<file path="src/rtl/square_draw_queue.sv">
// Request FIFO and one-at-a-time sequencer feeding the 4x4 square drawer.
// Each queued request is held on sq_* while the drawer's plot rises and falls.
module square_draw_queue #(
  parameter int DEPTH          = 4,
  parameter int LAUNCH_TIMEOUT = 8
) (
  input  logic                     clk,
  input  logic                     reset,
  input  logic                     req_valid,
  output logic                     req_ready,
  input  logic [7:0]               req_x,
  input  logic [6:0]               req_y,
  input  logic [2:0]               req_colour,
  input  logic                     req_draw,
  input  logic                     sq_plot,
  output logic                     sq_go,
  output logic [7:0]               sq_x,
  output logic [6:0]               sq_y,
  output logic [2:0]               sq_colour,
  output logic                     sq_draw,
  output logic                     busy,
  output logic [$clog2(DEPTH):0]   count,
  output logic                     overflow,
  output logic                     stall_err
);

  localparam int PTR_W = $clog2(DEPTH);
  localparam int CNT_W = PTR_W + 1;
  localparam int ENT_W = 19;
  localparam int TMO_W = $clog2(LAUNCH_TIMEOUT + 1);
  localparam logic [TMO_W-1:0] TMO_LAST = TMO_W'(LAUNCH_TIMEOUT - 1);
  localparam logic [CNT_W-1:0] CNT_FULL = CNT_W'(DEPTH);

  typedef enum logic [1:0] {
    IDLE   = 2'd0,
    LAUNCH = 2'd1,
    DRAW   = 2'd2
  } state_t;

  state_t           state, state_nxt;
  logic [ENT_W-1:0] mem [DEPTH];
  logic [PTR_W-1:0] wr_ptr, rd_ptr;
  logic [TMO_W-1:0] tmo_cnt;
  logic             push, pop, timeout;

  // Ready is based on the pre-pop count, so a full FIFO stays closed even
  // in the cycle it launches.
  assign req_ready = (count < CNT_FULL);
  assign push      = req_valid && req_ready;
  assign pop       = (state == IDLE) && (count != '0);
  assign timeout   = (state == LAUNCH) && !sq_plot && (tmo_cnt == TMO_LAST);

  always_ff @(posedge clk) begin
    if (push) begin
      mem[wr_ptr] <= {req_x, req_y, req_colour, req_draw};
    end
  end

  always_ff @(posedge clk or posedge reset) begin
    if (reset) begin
      wr_ptr <= '0;
      rd_ptr <= '0;
      count  <= '0;
    end else begin
      if (push) wr_ptr <= wr_ptr + PTR_W'(1);
      if (pop)  rd_ptr <= rd_ptr + PTR_W'(1);
      case ({push, pop})
        2'b10:   count <= count + CNT_W'(1);
        2'b01:   count <= count - CNT_W'(1);
        default: count <= count;
      endcase
    end
  end

  // Active request is captured only on IDLE->LAUNCH and held until the next launch.
  always_ff @(posedge clk or posedge reset) begin
    if (reset) begin
      sq_x      <= '0;
      sq_y      <= '0;
      sq_colour <= '0;
      sq_draw   <= 1'b0;
    end else if (pop) begin
      {sq_x, sq_y, sq_colour, sq_draw} <= mem[rd_ptr];
    end
  end

  always_ff @(posedge clk or posedge reset) begin
    if (reset) begin
      tmo_cnt <= '0;
    end else if (pop) begin
      tmo_cnt <= '0;
    end else if ((state == LAUNCH) && !sq_plot) begin
      tmo_cnt <= tmo_cnt + TMO_W'(1);
    end
  end

  always_ff @(posedge clk or posedge reset) begin
    if (reset) begin
      overflow  <= 1'b0;
      stall_err <= 1'b0;
    end else begin
      if (req_valid && !req_ready) overflow  <= 1'b1;
      if (timeout)                 stall_err <= 1'b1;
    end
  end

  always_ff @(posedge clk or posedge reset) begin
    if (reset) state <= IDLE;
    else       state <= state_nxt;
  end

  always_comb begin
    state_nxt = state;
    case (state)
      IDLE:    if (pop) state_nxt = LAUNCH;
      LAUNCH: begin
        if (sq_plot)      state_nxt = DRAW;
        else if (timeout) state_nxt = IDLE;
      end
      DRAW:    if (!sq_plot) state_nxt = IDLE;
      default: state_nxt = IDLE;
    endcase
  end

  always_comb begin
    sq_go = (state == LAUNCH);
    busy  = (state != IDLE);
  end

endmodule

</file>
<file path="config.mk">
export PLATFORM = sky130hd
export DESIGN_NAME = square_draw_queue
export DESIGN_NICKNAME = d
export VERILOG_FILES = /design/src/rtl/square_draw_queue.sv
export SDC_FILE = /design/constraint.sdc
export NUM_CORES = 1
export LEC_CHECK = 0
export CAP_MARGIN = 10
export CORE_MARGIN = 5
export CORE_UTILIZATION = 50
export CTS_BUF_LIST = sky130_fd_sc_hd__clkbuf_8 sky130_fd_sc_hd__clkbuf_16
export DETAILED_ROUTE_END_ITERATION = 8
export GPL_ROUTABILITY_DRIVEN = 0
export PLACE_DENSITY = 0.85
export SLEW_MARGIN = 20
export SYNTH_ARGS = -nofsm -noshare
export SYNTH_HDL_FRONTEND = slang
export SYNTH_SLANG_ARGS = --single-unit
</file>
<file path="constraint.sdc">
create_clock -name clk -period 2.28 [get_ports clk]
set_clock_uncertainty 0.1 [all_clocks]
set_input_delay 0.57 -clock clk [delete_from_list [all_inputs] [get_ports clk]]
set_output_delay 0.57 -clock clk [all_outputs]
set_load 0.03 [all_outputs]
</file>
==> flow_metrics.py <==
metrics = {
    "clock_tree": {
        "cts_tree": "yes",
        "insertion_delay_ps": 350,
        "clkSlewWorstSetupHoldPaths_ps": 90,
        "cts.sink_count": 110,
        "numCtsBuffers": 9,
        "htreeDepth": 3,
        "cts-root-buf": "clkbuf_8",
        "cts_setup_buffers": 0,
        "clockBufferDepth": 2,
    },
    "routing": {
        "viasPerCell": 5.22,
        "drt_wl_total_um": 6710,
        "route.detailed.drc": 0,
        "ant_nets": 0,
        "dr_total_vias": 2040,
        "drt-initial-drc-count": 61,
        "wl_per_cell_um": 17.2,
        "drt-pass1-iter-count": 4,
    },
    "logic_synthesis": {
        "synthCells": 213,
        "yosys.cell_count.top_type": "edfxtp_1",
        "synth_top_area_cell": "edfxtp_1",
        "ys_types": 30,
        "ys_seq_area_share_pct": 74.4,
        "avgSynthCellArea_um2": 19.8,
        "netlist_top_cells_area": "edfxtp_1 54%, dfrtp_1 20%, mux4_2 10%, mux2_2 5.1%, ha_1 1.8%",
        "synth-seq-cells": 110,
        "ys_warn_count": 0,
        "syn_area_um2": 4210,
        "synth_edf_count": 76,
        "syn_nets": 243,
        "synth_top_flop_cell": "edfxtp_1",
        "synth_common_cells": "76 x edfxtp_1, 34 x dfrtp_1, 19 x mux2_2, 19 x mux4_2, 11 x inv_1",
        "synthArstFlopShare_pct": 30.9,
        "synth_top_area_share_pct": 54.2,
    },
    "worst_setup_path": {
        "slowest_delay_ps": 690,
        "worst-setup-path-type": "reg2out",
        "critPathSlowestCell": "clkdlybuf4s50_1",
        "cp_cell_sequence": "clkdlybuf4s50_1",
        "cp_data_arrival_time_ps": 1460,
        "start_kind": "flip-flop",
        "critPathCaptureType": "output port",
        "path_max_fanout": 5,
        "crit_required_ps": 1610,
        "cp.depth": 1,
        "reg2reg_depth": 8,
        "crit_family": "buffers and inverters",
        "crit_buf_inv": 1,
    },
    "cells_and_area": {
        "areaGrowthSynthToFinish_pct": 22.3,
        "design_area_um2": 5150,
        "fin_cells": 391,
        "layout.nets": 311,
        "num-fill-cells": 568,
        "layout-drive-gt1-share_pct": 24.8,
        "diodes": 0,
    },
    "sta": {
        "worst_pin_slew_ps": 470,
        "fin_crit_ps": 2130,
        "slew_violations": 0,
        "slew_headroom_pct": 68.7,
        "post-route-period-util_pct": 93.6,
        "max_freq_mhz": 469,
        "rsz0062_at_grt": "false",
        "hold_viol": 0,
        "setup_violations": 0,
    },
    "global_route": {
        "use_met2_pct": 23.5,
        "grt_max_degree": 35,
        "grt_use_met1_pct": 19.1,
        "grt.total_usage_pct": 14.5,
        "antenna_found_initial": 0,
        "grt_use_met3_pct": 3.17,
        "grt_pass1_vias": 2146,
        "grt.busiest_layer": "met2",
        "grt-ovfl-total": 0,
        "grt_pass1_wl_um": 11000,
    },
    "placement": {
        "numPlacedInstances": 375,
        "dp_hpwl_um": 4580,
        "dpl_cell_area_um2": 4990,
        "numPortBuffers": 49,
    },
    "floorplanning": {
        "die_height_um": 102,
        "core_area_um2": 8220,
        "ios": 50,
        "start_util_pct": 51.2,
        "std_cell_rows": 33,
        "die-area_um2": 10400,
        "die_w_um": 102,
    },
    "power_and_ir_drop": {
        "p_leak_nw": 1.89,
        "power.density_nw_per_um2": 1280,
        "ir_worst_vdd_v": 0.000676,
    },
    "worst_hold_path": {
        "hold_path_class": "reg2reg",
        "holdPathStages": 1,
    },
    "job": {
        "cap_violations": 0,
    },
    "status": {
        "outcome": "finished, final reports clean",
    },
}
where the power goes:
group / switching (mW) / total [mW] / internal [mW]
registers: 0.223 / 2.86 / 2.64
logic: 1.37 / 2.75 / 1.38
clock network: 0.580 / 0.963 / 0.382
total: 2.17 / 6.57 / 4.39
worst paths after layout:
| path | from | end | slack [ps] |
|---|---|---|---|
| setup / recovery | count[2] | count[2] | 150 |
| hold / removal | overflow | overflow | 380 |
| setup reg to reg | count[2] | count[2] | 370 |
| hold reg to reg | overflow | overflow | 380 |
| max in group asynchronous | reset | count[1] | 1220 |
| min in group asynchronous | reset | overflow | 510 |
flip-flops by register name, indices dropped and copies added (netlist names):
| name | flops |
|---|---|
| sq_x | 8 |
| overflow | 1 |
| state | 2 |
| mem | 76 |
| sq_draw | 1 |
| wr_ptr | 2 |
| stall_err | 1 |
| rd_ptr | 2 |
| count | 3 |
| sq_colour | 3 |
| sq_y | 7 |
| tmo_cnt | 4 |
cell families (layout without fill, tap and decap cells):
logic type                 count (synthesis)  count (layout)  synth area share (%)
DFF                                      110             110                  74.4
muxes                                     40              40                  15.7
and+or+nand+nor                           21              21                  2.88
buffers and inverters                     19              92                  1.99
AOI/OAI and AO/OA                          9               9                  1.28
adders and majority gates                  7               7                  2.26
xor gates and xnor gates                   7               7                  1.46
per-layer routing:
layer | routed length [um] | part of all wire [%]
met5 | 0 | 0
met2 | 3440 | 51
met4 | 91 | 1.4
met3 | 289 | 4.3
met1 | 2890 | 43
per-stage QoR:
stage                     worst slack, ps  power, mW  hold slack [ps]  TNS, ps  utilization [%]
after floorplan                      64.4       4.71              361        0                -
after global placement              -18.8       5.63              343    -18.8             60.7
after detailed placement            -73.1       5.72              362    -75.7             60.7
after CTS                            7.87       6.67              389        0             62.6
after global routing                 92.3       6.99              400        0             62.6
final                                 146       6.57              377        0             62.6
cells in the final DEF, fill, tap and decap left out, types with 2 or more instances in the layout:
cell,count
a21oi_1,2
or3_1,2
mux2i_1,2
o21ai_0,3
xor2_1,4
dlygate4sd2_1,2
and2_1,4
edfxtp_1,76
clkbuf_8,9
dfrtp_1,31
mux2_2,19
nor2_1,5
nor2b_1,2
buf_4,11
dfrtp_2,3
mux4_2,19
inv_1,15
clkdlybuf4s50_1,46
nand2_1,2
xnor2_1,3
buf_12,5
ha_1,6
area by class of cell:
cell class	instances	area, um2	area share (%)
clock inverter	7	36.3	0.705
sequential	110	3140	60.9
multi-input combinational	84	1000	19.5
timing repair buffer	65	673	13.1
inverter	11	41.3	0.802
clock buffer	9	124	2.41
tap	105	131	2.55
repair_timing:
action,in CTS,in global routing
endpoints found under the setup margin,2,1
hold buffers,0,0
resized for setup,2,1
hold endpoints to repair,0,0
(Power assumes the default switching activity.)
